### src/rtl/range_mask_gen_pkg.sv
// Shared payload type and width-derived constants for range_mask_gen.
// The invert bit in the S1 payload exists only when RANGE_MASK_GEN_INVERT_EN is defined.
package range_mask_gen_pkg;

    localparam int unsigned RMG_WIDTH = 8;
    localparam int unsigned RMG_IDX_W = $clog2(RMG_WIDTH);
    localparam int unsigned RMG_CNT_W = RMG_IDX_W + 1;

    // Payload is sized by RMG_WIDTH; the top's WIDTH parameter must stay equal to it.
    typedef struct packed {
        logic [RMG_WIDTH-1:0] therm;
        logic [RMG_IDX_W-1:0] start;
        logic                 overflow;
`ifdef RANGE_MASK_GEN_INVERT_EN
        logic                 invert;
`endif
    } s1_payload_t;

endpackage

### src/rtl/range_mask_gen_rotate.sv
// Combinational circular left-rotate of a WIDTH-bit vector (WIDTH a power of two).
module range_mask_gen_rotate #(
    parameter int unsigned WIDTH = 8
) (
    input  logic [WIDTH-1:0]         i_data,
    input  logic [$clog2(WIDTH)-1:0] i_shift,
    output logic [WIDTH-1:0]         o_data
);

    localparam int unsigned IDX_W = $clog2(WIDTH);

    // Index arithmetic wraps naturally because WIDTH is a power of two.
    always_comb begin
        o_data = '0;
        for (int unsigned i = 0; i < WIDTH; i++) begin
            o_data[i] = i_data[IDX_W'(i) - i_shift];
        end
    end

endmodule

### src/rtl/range_mask_gen.sv
// Two-stage pipelined circular range mask generator with valid/ready handshakes.
// Optional output inversion is enabled by defining RANGE_MASK_GEN_INVERT_EN.
module range_mask_gen
    import range_mask_gen_pkg::*;
#(
    parameter int unsigned WIDTH = RMG_WIDTH
) (
    input  logic                     clk,
    input  logic                     rst,
    input  logic                     flush,
    input  logic                     in_valid,
    output logic                     in_ready,
    input  logic [$clog2(WIDTH)-1:0] start,
    input  logic [$clog2(WIDTH):0]   count,
`ifdef RANGE_MASK_GEN_INVERT_EN
    input  logic                     invert,
`endif
    output logic                     out_valid,
    input  logic                     out_ready,
    output logic [WIDTH-1:0]         mask,
    output logic                     overflow
);

    localparam int unsigned IDX_W = $clog2(WIDTH);
    localparam int unsigned CNT_W = IDX_W + 1;

    logic             r_s1_valid;
    s1_payload_t      r_s1;
    logic             r_s2_valid;
    logic [WIDTH-1:0] r_s2_mask;
    logic             r_s2_overflow;
`ifdef RANGE_MASK_GEN_INVERT_EN
    logic             r_s2_invert;
`endif

    s1_payload_t      w_s1_d;
    logic             w_s1_advance;
    logic             w_in_fire;
    logic [WIDTH-1:0] w_rotated;

    assign w_s1_advance = !r_s2_valid || out_ready;
    assign in_ready     = !r_s1_valid || w_s1_advance;
    assign w_in_fire    = in_valid && in_ready;

    // Right-aligned thermometer of min(count, WIDTH) ones.
    always_comb begin
        w_s1_d = '0;
        for (int unsigned i = 0; i < WIDTH; i++) begin
            w_s1_d.therm[i] = (CNT_W'(i) < count);
        end
        w_s1_d.start    = start;
        w_s1_d.overflow = (count > CNT_W'(WIDTH));
`ifdef RANGE_MASK_GEN_INVERT_EN
        w_s1_d.invert   = invert;
`endif
    end

    range_mask_gen_rotate #(
        .WIDTH (WIDTH)
    ) u_rotate (
        .i_data  (r_s1.therm),
        .i_shift (r_s1.start),
        .o_data  (w_rotated)
    );

    always_ff @(posedge clk or posedge rst) begin
        if (rst) begin
            r_s1_valid    <= 1'b0;
            r_s1          <= '0;
            r_s2_valid    <= 1'b0;
            r_s2_mask     <= '0;
            r_s2_overflow <= 1'b0;
`ifdef RANGE_MASK_GEN_INVERT_EN
            r_s2_invert   <= 1'b0;
`endif
        end else begin
            // Flush wins over every advance; a same-cycle output handshake still completes.
            if (flush) begin
                r_s1_valid <= 1'b0;
                r_s2_valid <= 1'b0;
            end else begin
                if (in_ready) begin
                    r_s1_valid <= in_valid;
                end
                if (w_s1_advance) begin
                    r_s2_valid <= r_s1_valid;
                end
            end
            if (w_in_fire) begin
                r_s1 <= w_s1_d;
            end
            if (w_s1_advance && r_s1_valid) begin
                r_s2_mask     <= w_rotated;
                r_s2_overflow <= r_s1.overflow;
`ifdef RANGE_MASK_GEN_INVERT_EN
                r_s2_invert   <= r_s1.invert;
`endif
            end
        end
    end

    assign out_valid = r_s2_valid;
    assign overflow  = r_s2_overflow;
`ifdef RANGE_MASK_GEN_INVERT_EN
    assign mask      = r_s2_mask ^ {WIDTH{r_s2_invert}};
`else
    assign mask      = r_s2_mask;
`endif

endmodule
### config.mk
export PLATFORM = sky130hd
export DESIGN_NAME = range_mask_gen
export DESIGN_NICKNAME = d
export VERILOG_FILES = /design/src/rtl/range_mask_gen_pkg.sv /design/src/rtl/range_mask_gen_rotate.sv /design/src/rtl/range_mask_gen.sv
export SDC_FILE = /design/constraint.sdc
export NUM_CORES = 1
export LEC_CHECK = 0
export CAP_MARGIN = 10
export CORE_ASPECT_RATIO = 0.9
export CORE_MARGIN = 4
export CORE_UTILIZATION = 50
export CTS_CLUSTER_SIZE = 20
export DETAILED_ROUTE_END_ITERATION = 8
export PLACE_DENSITY = 0.8
export SLEW_MARGIN = 10
export SYNTH_ARGS = -nofsm -noshare
export SYNTH_HDL_FRONTEND = slang
export SYNTH_SLANG_ARGS = --single-unit
### constraint.sdc
create_clock -name clk -period 2.1 [get_ports clk]
set_input_delay 0.21 -clock clk [delete_from_list [all_inputs] [get_ports clk]]
set_output_delay 0.21 -clock clk [all_outputs]
set_load 0.1 [all_outputs]
==> out/metrics.yaml, run 1 <==
synth_seq_area_share_pct: 43.0
crit_path_max_fanout: 5
post_synth_and_or_nand_nor_area_fraction_pct: 2.99
fin_crit_ns: 1.87
die_area_um2: 3570
drv_cap: 0
synthMuxAreaShare_pct: 36.4
cts_resized: 0
synthXorXnorAreaFrac_pct: 1.31
synth-seq-cells: 23
p_per_area_nw_per_um2: 991
cts_tree: "built"
dp_slack_ns: 0.259
hpwlAfterDp_um: 2070
crit_top_cell: "mux2_2"
area_growth_pct: 21.7
final-hold-violation-count: 0
worstSetupPathType: "register to register"
worst_slack_ns: 0.234
post_cts_buffers: 0
wl_per_cell_um: 16.3
p_leak_nw: 0.735
cts-root-buf: "clkbuf_4"
synth_compound_area_share_pct: 9.07
port_buffers: 22
tns_ns: 0
hold_class: "input port to asynchronous set/reset pin"
htree_num_levels: 1
cts-hold-fix-buffers: 0
num_antenna_cells: 0
final_nets: 149
synth_edf_count: 0
grt_pass1_wl_um: 4550
yosysWarnings: 0
slowest_delay_ns: 0.58
antenna_found_initial: 0
crit_path_end_kind: "register"
holdWs_ns: 0.244
vias_per_cell: 6.00
clk_pin_slew_ns: 0.12
crit_required_ns: 2.30
layout-drive-gt1-share_pct: 26.9
vias: 972
max_freq_mhz: 536
worst_slew_pin_slew_ns: 0.559
status: "finished clean"
grt_pass1_vias: 983
yosysUniqueCellTypes: 20
final_common_cell: "dfrtp_1"
syn_nets: 120
setup_viol: 0
synthAdderAreaFrac_pct: 1.87
place_congestion: 0.786
final_cell_mix: "dfrtp_1, buf_4, mux2_2"
netlist_instances: 106
ir_worst_vdd_v: 0.000464
synth_ff_type: "dfrtp_1"
rsz0062_at_grt: "no"
clk_latency_ns: 0.30
relSlewSlack_pct: 62.7
finalMaxSlewViolations: 0
cts_made_buffers: 3
synthArstFlopShare_pct: 100
rows: 17
synth_area_per_cell_um2: 12.6
grt.overflow.total: 0
fin_crit_sh_pct: 88.9
wl_um: 2640
grt_util_all_layers_pct: 16.1
r2r_setup_slack_ns: 0.23
fin_skew_ns: 0.000530
dr.pass1.iters: 4
drc_errors: 0
die_h_um: 57.1
ios: 23
cts_max_path_buffers: 2
initial_utilization_pct: 53.3
cp.arrival_ns: 2.07
die_x_um: 62.5
ant_nets: 0
synth_top_family_by_area: "multiplexers"
synth.cell_area_um2: 1340
clock-sinks: 23
critPathSlowestCell: "mux4_1"
path_cells: "buf_4, mux4_1, mux2_2, mux2_2"
core_um2: 2510
drt_iter0_drc: 13
start_kind: "register"
grt_max_degree: 17
==> critical path, delay by kind of cell (launching register included) <==
| family | cells | cell delay [ns] |
|---|---|---|
| buf+inv | 1 | 0.19 |
| flops | 1 | 0.46 |
| mux | 3 | 1.12 |
==> area by class of cell <==
class / instances / area [µm²]
inverter: 11 / 41.3
multi-input combinational: 67 / 692
tap: 28 / 35.0
sequential: 23 / 577
timing repair buffer: 29 / 258
fill: 207 / 881
clock buffer: 4 / 26.3
==> path summary, 6_finish.rpt <==
kind | start | end | cells after the start
hold reg to reg | r_s1[0] | r_s1[0] | 1
min in group clk | flush | out_valid | 2
max in group asynchronous | rst | r_s1[1] | 3
setup / recovery | r_s1[1] | mask[2] | 4
setup reg to reg | r_s1[1] | mask[2] | 4
hold / removal | rst | mask[4] | 2
==> Yosys cell counts (all sizes together), types with 3 or more instances <==
cell type  number  share of area, %
a21oi          10               3.7
a31oi           5               2.3
a41oi           3               2.0
clkbuf          3              0.84
dfrtp          23                43
inv            11               3.1
mux2           14                12
mux2i          12               9.0
mux4            8                16
nor2            4               1.1
==> routing by layer <==
metal	share of wire (%)	vias up	track usage [%]
met5	0	-	0
met1	44	487	19.1
met2	50	25	29.2
met4	0.68	0	5.66
li1	-	458	-
met3	5.6	2	3.35
==> per-stage QoR <==
stage | total power [W] | area [µm²] | cells | util, %
floorplan | 0.00123 | 1340 | 106 | -
global placement | 0.00140 | 1600 | 158 | 63.9
detailed placement | 0.00142 | 1600 | 158 | 63.9
CTS | 0.00162 | 1630 | 162 | 64.9
global route | 0.00169 | 1630 | 162 | 64.9
finish | 0.00161 | 1630 | 162 | 64.9
==> state kept, by name, summed over array words and instances, names as in the netlist <==
name	flops
mask	8
out_valid	1
overflow	1
r_s1	12
r_s1_valid	1
==> cells by family (layout without fill, tap and decap cells) <==
kind of cell    after synthesis  in the layout
compound gates               20             20
simple gates                  9              9
buf+inv                      16             44
fa+ha+maj                     2              2
mux                          34             34
flops                        23             23
xor+xnor                      2              2
==> power by group <==
part	switching (W)	internal, W
clock	0.000129	0.0000741
sequential	0.0000660	0.000522
combinational	0.000573	0.000251
total	0.000768	0.000847
(Power assumes the default switching activity.)
==> run 2: changes to the inputs <==
SKIP_CTS_REPAIR_TIMING = 1   (was not set)
==> results of run 2 <==
No change in the layout: final DEF, timing and power equal those of run 1.
==> run 3: changes to the inputs <==
PLACE_DENSITY = 0.76   (was 0.8)
==> run 3 against run 2 <==
  * Critical path depth up 1
  * Setup slack worse by 0.11 ns
  * Worst hold slack worse by 0.014 ns
  * Non-clock buffer count decreased by 2
  * Die area unchanged
  * Routed wire length is 1.8% higher
  * Critical endpoint is now mask[4]
==> out/metrics.yaml, run 3 (synthesis results as in run 1) <==
crit_top_cell: "mux2_2"
grt_util_all_layers_pct: 16.6  # +0.52 points
fin_crit_sh_pct: 94.1  # +5.3 points
tns_ns: 0  # unchanged
vias: 960  # -1.2%
p_per_area_nw_per_um2: 995  # +0.41%
die_x_um: 62.5  # unchanged
p_leak_nw: 0.728  # -0.94%
die_area_um2: 3570  # unchanged
cts_tree: "built"
status: "finished clean"
hold_class: "input port to asynchronous set/reset pin"
power.total_w: 0.00161  # -0.44%
ir_worst_vdd_v: 0.000417  # -10%
p_sw_w: 0.000769  # +0.11%
cts_max_path_buffers: 2  # unchanged
hpwlAfterDp_um: 2070  # about the same
clkPwrFrac_pct: 12.8  # +0.2 points
final-hold-violation-count: 0  # unchanged
relSlewSlack_pct: 62.7  # about the same
ant_nets: 0  # unchanged
internal_power_w: 0.000839  # -0.94%
combinationalPowerShare_pct: 50.4  # -0.6 points
final_common_cell: "dfrtp_1"
setup_viol: 0  # unchanged
rsz0062_at_grt: "no"
clock-sinks: 23  # unchanged
wl_um: 2690  # +1.8%
ios: 23  # unchanged
cp.arrival_ns: 2.19  # +0.12 ns
path_cells: "inv_1, ha_1, mux4_1, mux2_2, mux2_2"
grt_pass1_wl_um: 4610  # +1.4%
grt_pass1_vias: 973  # -1.0%
rows: 17  # unchanged
start_kind: "register"
grt.overflow.total: 0  # unchanged
final_nets: 147  # -1.3%
worst_slew_pin_slew_ns: 0.559  # +0.0000947 ns
crit_path_end_kind: "register"
port_buffers: 22  # unchanged
drt_iter0_drc: 8  # -5
cts-root-buf: "clkbuf_4"
cts_made_buffers: 3  # unchanged
max_freq_mhz: 506  # -5.6%
num_antenna_cells: 0  # unchanged
grt_max_degree: 17  # unchanged
antenna_found_initial: 0  # unchanged
core_um2: 2510  # unchanged
htree_num_levels: 1  # unchanged
wl_per_cell_um: 16.8  # +3.1%
drc_errors: 0  # unchanged
fin_crit_ns: 1.98  # +0.110 ns
layout-drive-gt1-share_pct: 26.5  # -0.35 points
regMostFlops: "r_s1"
crit_required_ns: 2.31  # about the same
drv_cap: 0  # unchanged
dp_slack_ns: 0.134  # -0.125 ns
worstSetupPathType: "register to register"
fin_skew_ns: 0.00206  # +0.00153 ns
finalMaxSlewViolations: 0  # unchanged
swShare_pct: 47.8  # +0.26 points
initial_utilization_pct: 53.3  # unchanged
clk_pin_slew_ns: 0.13  # about the same
worst_slack_ns: 0.123  # -0.110 ns
slowest_delay_ns: 0.55  # -0.03 ns
place_congestion: 0.867  # +10%
power_frac_seq_pct: 36.8  # +0.4 points
crit_path_max_fanout: 8  # +3
critPathSlowestCell: "dfrtp_1"
area_growth_pct: 20.7
vias_per_cell: 6.00  # unchanged
dr.pass1.iters: 4  # unchanged
die_h_um: 57.1  # unchanged
final_cell_mix: "dfrtp_1, buf_4, mux2_2"
clk_latency_ns: 0.31  # about the same
fin_util_pct: 64.4  # -0.55 points
largest_register_ffs: 12  # unchanged
run 3: cell types whose count changed in the layout (fill, tap and decap cells not counted):
cell	change
clkinv_2	+1
clkbuf_1	-1
buf_4	-2
run 3: worst paths after layout:
kind	startpoint	to	slack (ns)	cells past startpoint
max	r_s1[1]	mask[4]	0.12	5
min	rst	mask[3]	0.23	2
max reg2reg	r_s1[1]	mask[4]	0.12	5
min reg2reg	overflow	overflow	0.52	1
max in group asynchronous	rst	overflow	1.32	3
min in group clk	flush	r_s1_valid	0.44	2
run 3: critical path: cells and delay by family (launching register included):
family                     cells  cell delay (ns)
DFF                            1             0.55
adders and majority gates      1             0.35
muxes                          3             0.88
buffers and inverters          1             0.09
run 3: layer usage:
metal | vias to the layer above | share of wire [%] | track usage, %
li1 | 452 | - | -
met1 | 479 | 40 | 19.6
met2 | 25 | 53 | 29.5
met3 | 4 | 4.6 | 5.31
met4 | 0 | 1.3 | 4.40
met5 | - | 0 | 0
run 3: layout make-up:
cell class                 instances  area [µm²]
clock buffer                       3        22.5
fill                             202         895
tap                               28        35.0
inverter                          11        41.3
clock inverter                     1        5.00
multi-input combinational         67         692
timing repair buffer              27         243
sequential                        23         577
run 3: power by group through the flow:
stage                     clock, W  combinational (W)  sequential (W)
after floorplan                  0           0.000234         0.00100
after global placement           0           0.000803        0.000595
after detailed placement         0           0.000815        0.000602
after CTS                 0.000219           0.000817        0.000592
after global routing      0.000237           0.000847        0.000605
final                     0.000206           0.000811        0.000591
run 3: stage by stage:
step / hold WS, ns / cells / area (µm²)
6_report: 0.231 / 160 / 1620
5_1_grt: 0.274 / 160 / 1620
4_1_cts: 0.240 / 160 / 1620
3_5_place_dp: 0.493 / 156 / 1590
3_3_place_gp: 0.474 / 156 / 1590
2_1_floorplan: 0.212 / 106 / 1340
